### src/rtl/rtds_sequencer.sv
// rtds_sequencer: brake-sensor evaluation, start-button conditioning and the
// ready-to-drive state machine (IDLE -> HORN -> DRIVE) for the vehicle
// control FPGA. All outputs come straight from registers.
module rtds_sequencer #(
  parameter int               ADC_W        = 12,
  parameter int               N_BSE        = 2,
  parameter logic [ADC_W-1:0] BRAKE_ON     = ADC_W'(100),
  parameter logic [ADC_W-1:0] BRAKE_HYST   = ADC_W'(10),
  parameter logic [ADC_W-1:0] BSE_MIN      = ADC_W'(10),
  parameter logic [ADC_W-1:0] BSE_MAX      = ADC_W'(4000),
  parameter int               DEBOUNCE_CYC = 500000,
  parameter int               HORN_CYC     = 100000000
) (
  input  logic                   clk,
  input  logic                   rst,
  input  logic                   SDC_final,
  input  logic [N_BSE*ADC_W-1:0] BSE,
  input  logic                   start_button,
  output logic                   brake_light,
  output logic                   speaker,
  output logic                   ready_to_drive,
  output logic                   bse_fault,
  output logic [1:0]             rtd_state
);

  typedef enum logic [1:0] {
    IDLE  = 2'd0,
    HORN  = 2'd1,
    DRIVE = 2'd2
  } state_t;

  localparam int               DB_W      = $clog2(DEBOUNCE_CYC + 1);
  localparam int               HC_W      = $clog2(HORN_CYC + 1);
  // Counters fire on the last cycle of the interval so the transition lands
  // exactly DEBOUNCE_CYC / HORN_CYC edges after the interval starts.
  localparam logic [DB_W-1:0]  DB_LAST   = DB_W'(DEBOUNCE_CYC - 1);
  localparam logic [HC_W-1:0]  HORN_LAST = HC_W'(HORN_CYC - 1);
  localparam logic [ADC_W-1:0] REL_THR   = BRAKE_ON - BRAKE_HYST;

  // Synchronisers
  logic [1:0]      sdc_sync_q, btn_sync_q;
  logic            sdc_s, btn_s;

  // Brake sensor evaluation
  logic [N_BSE-1:0] ch_fault, ch_hi, ch_lo;
  logic             brake_q, brake_d;
  logic             fault_q;
  logic             brake_light_q;

  // Debounce / edge detect
  logic [DB_W-1:0] db_cnt_q, db_cnt_d;
  logic            btn_db_q, btn_db_d;
  logic            btn_db_dly_q;
  logic            start_ev;

  // FSM
  state_t          state_q, state_d;
  logic [HC_W-1:0] horn_cnt_q, horn_cnt_d;
  logic            speaker_q, rtd_q;

  assign sdc_s = sdc_sync_q[1];
  assign btn_s = btn_sync_q[1];

  // Per-channel classification; a faulted channel never votes "pressed" and
  // never blocks a release.
  for (genvar i = 0; i < N_BSE; i++) begin : g_ch
    logic [ADC_W-1:0] smp;
    assign smp         = BSE[i*ADC_W +: ADC_W];
    assign ch_fault[i] = (smp < BSE_MIN) || (smp > BSE_MAX);
    assign ch_hi[i]    = !ch_fault[i] && (smp > BRAKE_ON);
    assign ch_lo[i]    = ch_fault[i] || (smp <= REL_THR);
  end

  // Brake hysteresis: all-faulted forces release, then set beats clear.
  always_comb begin
    brake_d = brake_q;
    if (&ch_fault)   brake_d = 1'b0;
    else if (|ch_hi) brake_d = 1'b1;
    else if (&ch_lo) brake_d = 1'b0;
  end

  // Debounce: btn_db follows btn_s only after DEBOUNCE_CYC consecutive disagreeing cycles.
  always_comb begin
    btn_db_d = btn_db_q;
    db_cnt_d = '0;
    if (btn_s != btn_db_q) begin
      if (db_cnt_q == DB_LAST) begin
        btn_db_d = btn_s;
      end else begin
        db_cnt_d = db_cnt_q + 1'b1;
      end
    end
  end

  assign start_ev = btn_db_q & ~btn_db_dly_q;

  // Ready-to-drive next state; an open shutdown circuit overrides everything.
  always_comb begin
    state_d    = state_q;
    horn_cnt_d = '0;
    case (state_q)
      IDLE: begin
        if (start_ev && brake_q && sdc_s && !fault_q) state_d = HORN;
      end
      HORN: begin
        if (horn_cnt_q == HORN_LAST) state_d = DRIVE;
        else                         horn_cnt_d = horn_cnt_q + 1'b1;
      end
      DRIVE:   state_d = DRIVE;
      default: state_d = IDLE;
    endcase
    if (!sdc_s) begin
      state_d    = IDLE;
      horn_cnt_d = '0;
    end
  end

  // All state and registered outputs.
  always_ff @(posedge clk) begin
    if (rst) begin
      sdc_sync_q    <= '0;
      btn_sync_q    <= '0;
      brake_q       <= 1'b0;
      fault_q       <= 1'b0;
      brake_light_q <= 1'b1;
      db_cnt_q      <= '0;
      btn_db_q      <= 1'b0;
      btn_db_dly_q  <= 1'b0;
      state_q       <= IDLE;
      horn_cnt_q    <= '0;
      speaker_q     <= 1'b1;
      rtd_q         <= 1'b0;
    end else begin
      sdc_sync_q    <= {sdc_sync_q[0], SDC_final};
      btn_sync_q    <= {btn_sync_q[0], start_button};
      brake_q       <= brake_d;
      fault_q       <= |ch_fault;
      brake_light_q <= ~brake_d;
      db_cnt_q      <= db_cnt_d;
      btn_db_q      <= btn_db_d;
      btn_db_dly_q  <= btn_db_q;
      state_q       <= state_d;
      horn_cnt_q    <= horn_cnt_d;
      speaker_q     <= (state_d != HORN);
      rtd_q         <= (state_d != IDLE);
    end
  end

  assign brake_light    = brake_light_q;
  assign speaker        = speaker_q;
  assign ready_to_drive = rtd_q;
  assign bse_fault      = fault_q;
  assign rtd_state      = state_q;

endmodule

### config.mk
export PLATFORM = sky130hd
export DESIGN_NAME = rtds_sequencer
export DESIGN_NICKNAME = d
export VERILOG_FILES = /design/src/rtl/rtds_sequencer.sv
export SDC_FILE = /design/constraint.sdc
export NUM_CORES = 1
export LEC_CHECK = 0
export BUFFER_PORTS_ARGS = -buffer_cell sky130_fd_sc_hd__buf_2
export CAP_MARGIN = 5
export CORE_UTILIZATION = 55
export DETAILED_ROUTE_END_ITERATION = 6
export PLACE_DENSITY = 0.78
export REMOVE_ABC_BUFFERS = 1
export SYNTH_ARGS = -nofsm -noshare
export SYNTH_HDL_FRONTEND = slang
export SYNTH_SLANG_ARGS = --single-unit
### constraint.sdc
create_clock -name clk -period 1.9 [get_ports clk]
set_input_delay 0.19 -clock clk [delete_from_list [all_inputs] [get_ports clk]]
set_output_delay 0.19 -clock clk [all_outputs]
set_load 0.05 [all_outputs]
Word-level counts from Yosys, hierarchy flattened
Index checks and enable logic that the tools add are counted.
W data, S select, Z words.
{"block": "classes", "addsub": 2, "n_lt_le_gt_ge": 8, "n_eq_ne": 6, "n_mux": 7, "bitwise_logic": 6, "n_reduce_logical": 21}
{"operator": "$add A27 B1 Y27 const B", "count": 1}
{"operator": "$eq A27 B27 Y1 const B", "count": 1}
{"operator": "$gt A12 B12 Y1 const B", "count": 2}
{"operator": "$gt A12 B7 Y1 const B", "count": 2}
{"operator": "$le A12 B7 Y1 const B", "count": 2}
{"operator": "$lt A12 B4 Y1 const B", "count": 2}
{"operator": "$add A19 B1 Y19 const B", "count": 1}
{"operator": "$eq A19 B19 Y1 const B", "count": 1}
{"operator": "$mux W2", "count": 3}
{"operator": "$pmux W2 S3", "count": 1}
{"operator": "$reduce_and A2 Y1", "count": 3}
{"operator": "$logic_and A1 B1 Y1", "count": 5}
{"operator": "$not A1 Y1", "count": 5}
{"operator": "$logic_or A1 B1 Y1", "count": 4}
{"operator": "$reduce_or A2 Y1", "count": 2}
{"operator": "$reduce_or A4 Y1", "count": 1}
{"operator": "$logic_not A1 Y1", "count": 3}
{"operator": "$mux W1", "count": 3}
{"operator": "$reduce_or A3 Y1", "count": 1}
{"operator": "$eq A2 B1 Y1 const B", "count": 1}
{"operator": "$eq A2 B2 Y1 const B", "count": 1}
{"operator": "$logic_not A2 Y1", "count": 1}
{"operator": "$ne A2 B1 Y1 const B", "count": 1}
{"operator": "$reduce_bool A2 Y1", "count": 1}
{"operator": "2 further kinds", "count": 2}
{"block": "word_totals", "register_bits": 59, "in_bits": 28, "output_inout_bits": 6}

Depth between registers and ports, before layout
{"block": "depth", "depth_word": 9, "ltp_mapped": 7}

Worst setup path before layout
No wires, ideal clock.
{"block": "synth_timing", "kind": "register to register", "start": "reg db_cnt_q[0]", "end": "reg db_cnt_q[11]", "arrival_time_ns": 1.464, "t_required_ns": 1.783, "path_slack_ns": 0.318, "path_stages_with_launch": 8, "synth_period_minus_slack_ns": 1.582, "path_cell_list": "dfxtp_1 > ha_1 > nand4_1 > nor3_1 > or2_2 > buf_2 > buf_2 > nor2_1"}
{"block": "synth_via", "elab_chain_cells": 2}
{"item": "from (decl)", "line": "51", "source": "logic [DB_W-1:0] db_cnt_q, db_cnt_d;"}
{"item": "from (signal assigned)", "line": "139", "source": "db_cnt_q <= db_cnt_d;"}
{"item": "branches (longest 2 deep; another with $add A19 B1 Y19)"}
Several ways; the timed one is not identified.
A chain may end at the register's enable or synchronous reset.

Final worst setup path
{"block": "layout_timing", "start": "reg horn_cnt_q[10]", "end": "reg state_q[1] (netlist: rtd_state[1])"}
{"block": "layout_via", "elab_chain_cells": 4}
{"item": "from (decl)", "line": "58", "source": "logic [HC_W-1:0] horn_cnt_q, horn_cnt_d;"}
{"item": "from (signal assigned)", "line": "143", "source": "horn_cnt_q <= horn_cnt_d;"}
{"item": "$eq A27 B27 Y1", "line": "106", "source": "if (horn_cnt_q == HORN_LAST) state_d = DRIVE;"}
{"item": "$mux W2", "line": "106"}
{"item": "$pmux W2 S3", "line": "101", "source": "case (state_q)"}
{"item": "$mux W2", "line": "112", "source": "if (!sdc_s) begin"}
{"item": "to (signal assigned)", "line": "142", "source": "state_q <= state_d;"}
{"item": "to (decl)", "line": "57", "source": "state_t state_q, state_d;"}
Every way passes these cells.

==> out/metrics.cfg <==
[clocking]
cts_tree = done
cts.sinks = 59
h-tree-depth = 3
clock-root-buffer = clkbuf_8
clk_pin_slew_ns = 0.07
clk_path_buf_depth = 2
post_cts_resized = 0
clkLatencyLatePin_ns = 0.34
post_cts_buffers = 0
cts.hold.buffers_added = 0
cts-buffers-inserted = 9

[timing]
fmax_mhz = 562
hold_violations = 0
post-route-min-period_ns = 1.78
rsz0062_at_grt = false
max-slew-margin-rel_pct = 69.8
finalSetupViolCount = 0
post-route-period-util_pct = 93.7
setup_tns_ns = 0
worst_pin_slew_ns = 0.450
skew_ns = 0.00578
slew_violations = 0

[floorplanning]
pin_count = 34
die_width_um = 71.6
coreArea_mm2 = 0.00450
std_cell_rows = 24
start_util_pct = 59.2
dieHeight_um = 71.6
dieArea_mm2 = 0.00513

[synthesis]
synth-seq-area-share_pct = 44.3
async_reset_ff_share_pct = 0
synth_edf_count = 0
ys_types = 44
yosys_warnings = 0
synth_seq_cells = 59
netlist_area_mm2 = 0.00267
synthCells = 303
avgSynthCellArea_um2 = 8.80
ys.flop_type = dfxtp_1

[cells_and_area]
final_nets = 376
layout_commonest_cell = nor2_1
stdcell_count = 403
multi_input_area_mm2 = 0.00144
final_cell_mix = nor2_1 (63), dfxtp_1 (59), buf_2 (33)
seqCellArea_mm2 = 0.00118
area_growth_pct = 16.8
final_util_pct = 69.2
n_fill_cell = 332
num_antenna_cells = 0
drive_above_1_share_pct = 17.9

[detailed_routing]
drt_wl_total_um = 5030
viasPerCell = 5.55
ant_nets = 0
drtIter0Drc = 80
vias = 2236
drtPass1Iterations = 4
drt-wirelength-per-cell_um = 12.5
remaining_drc_errors = 0

[job]
maxCapViolCount = 0

[pwr]
internal-power_mw = 1.92
power_mw = 2.47
comb_power_share_pct = 3.3
swShare_pct = 22.5
leakagePower_nw = 1.15
pwr-share-clk_pct = 46.3
power.density_mw_per_mm2 = 794
seqPwrFrac_pct = 50.4
ir_worst_vdd_v = 0.000385
p_switching_mw = 0.556

[global_route]
grt_max_degree = 19
track_usage_pct = 21.4
antenna_found_initial = 0
grt_pass1_vias = 2039
grt_pass1_wl_um = 8540
grt_overflow = 0

[setup_path]
critPathLaunchType = flip-flop
crit_chain = nor4b_2, and4b_1, nand3_2, or4b_1, a21oi_1
crit_type = reg -> reg
endpoint_kind = flip-flop
cp_slowest_stage_delay_ns = 0.49
rrSetupSlack_ns = 0.12
crit_arrival_ns = 2.05
cp_max_fo = 5
worst_path_max_delay_cell = or4b_1
required_ns = 2.17

[min_path]
hp-class = in -> reg

[place]
dp.final_hpwl_um = 3460
placedCellCount = 387
globalplace.congestion = 0.812
numPortBuffers = 33

[outcome]
status = finished, final reports clean

state kept, by name, summed over array words and instances (netlist names):
name,flops
brake_light,1
brake_q,1
bse_fault,1
btn_db_dly_q,1
btn_db_q,1
btn_sync_q,2
db_cnt_q,19
horn_cnt_q,27
ready_to_drive,1
rtd_state,2
sdc_sync_q,2
speaker,1
kinds of logic (layout without fill, tap and decap cells):
family,after synthesis,in the layout,share of synthesized area [%]
XOR/XNOR,41,41,13.5
multiplexers,1,1,0.375
AND/OR/NAND/NOR,160,160,32.1
buffers and inverters,12,60,1.88
adder cells (fa/ha/maj),2,2,0.938
AO/OA/AOI/OAI,28,28,6.99
flip-flops,59,59,44.3
per-stage QoR:
stage	cell area (µm²)	hold WS, ns	setup slack [ns]
after CTS	3110	0.0542	0.0801
after global placement	2910	0.397	0.200
after global routing	3120	0.0574	0.0601
after floorplan	2640	0.259	0.193
final	3120	0.0630	0.119
after detailed placement	2910	0.412	0.128
cell type report:
cell class	instances	area share (%)
sequential	59	37.9
inverter	6	0.723
multi-input combinational	232	46.3
clock inverter	6	2.09
tap	52	2.09
timing repair buffer	38	6.50
clock buffer	10	4.42
synthesized netlist by cell type (all sizes together), types with 3 or more instances:
cell type  instances  share of area, %
and2               3              0.70
nand2             13               1.8
xor2              31                10
o31ai              3              0.84
nand3             28               5.4
nor2b              5               1.2
o21ai              8               1.5
buf                4              0.75
nor3               6               1.1
and3               7               1.6
a21oi              4              0.75
xnor2             10               3.3
nand2b             3              0.70
nor2              63               8.9
dfxtp             59                44
nand4             13               3.8
and4               4               1.3
nor4               6               2.5
inv                6              0.84
power groups by stage:
| stage | sequential (mW) | clock, mW | combinational [mW] |
|---|---|---|---|
| finish | 1.25 | 1.15 | 0.0812 |
| CTS | 1.25 | 1.16 | 0.0809 |
| global route | 1.25 | 1.21 | 0.0916 |
| detailed placement | 1.28 | 0 | 0.0809 |
| global placement | 1.28 | 0 | 0.0794 |
| floorplan | 1.28 | 0 | 0.0285 |
worst max-delay path, delay by kind of cell, from the launching register on:
| family | cells | cell delay, ns |
|---|---|---|
| simple gates | 4 | 1.19 |
| flops | 1 | 0.37 |
| compound gates | 1 | 0.16 |
metal layers:
layer / GRT usage [%] / vias up / share of wire, %
met3: 7.74 / 11 / 4.6
li1: - / 1146 / -
met2: 34.7 / 52 / 45
met4: 9.15 / 0 / 2.2
met5: 0 / - / 0
met1: 25.6 / 1027 / 48
path summary, 6_finish.rpt:
check | start | to | depth (start not counted)
setup / recovery | horn_cnt_q[10]$_SDFF_PP0_ | rtd_state[1]$_SDFF_PP0_ | 5
hold reg to reg | btn_sync_q[0]$_SDFF_PP0_ | btn_sync_q[1]$_SDFF_PP0_ | 1
setup reg to reg | horn_cnt_q[10]$_SDFF_PP0_ | rtd_state[1]$_SDFF_PP0_ | 5
hold / removal | SDC_final | sdc_sync_q[0]$_SDFF_PP0_ | 2
(Power assumes the default switching activity.)
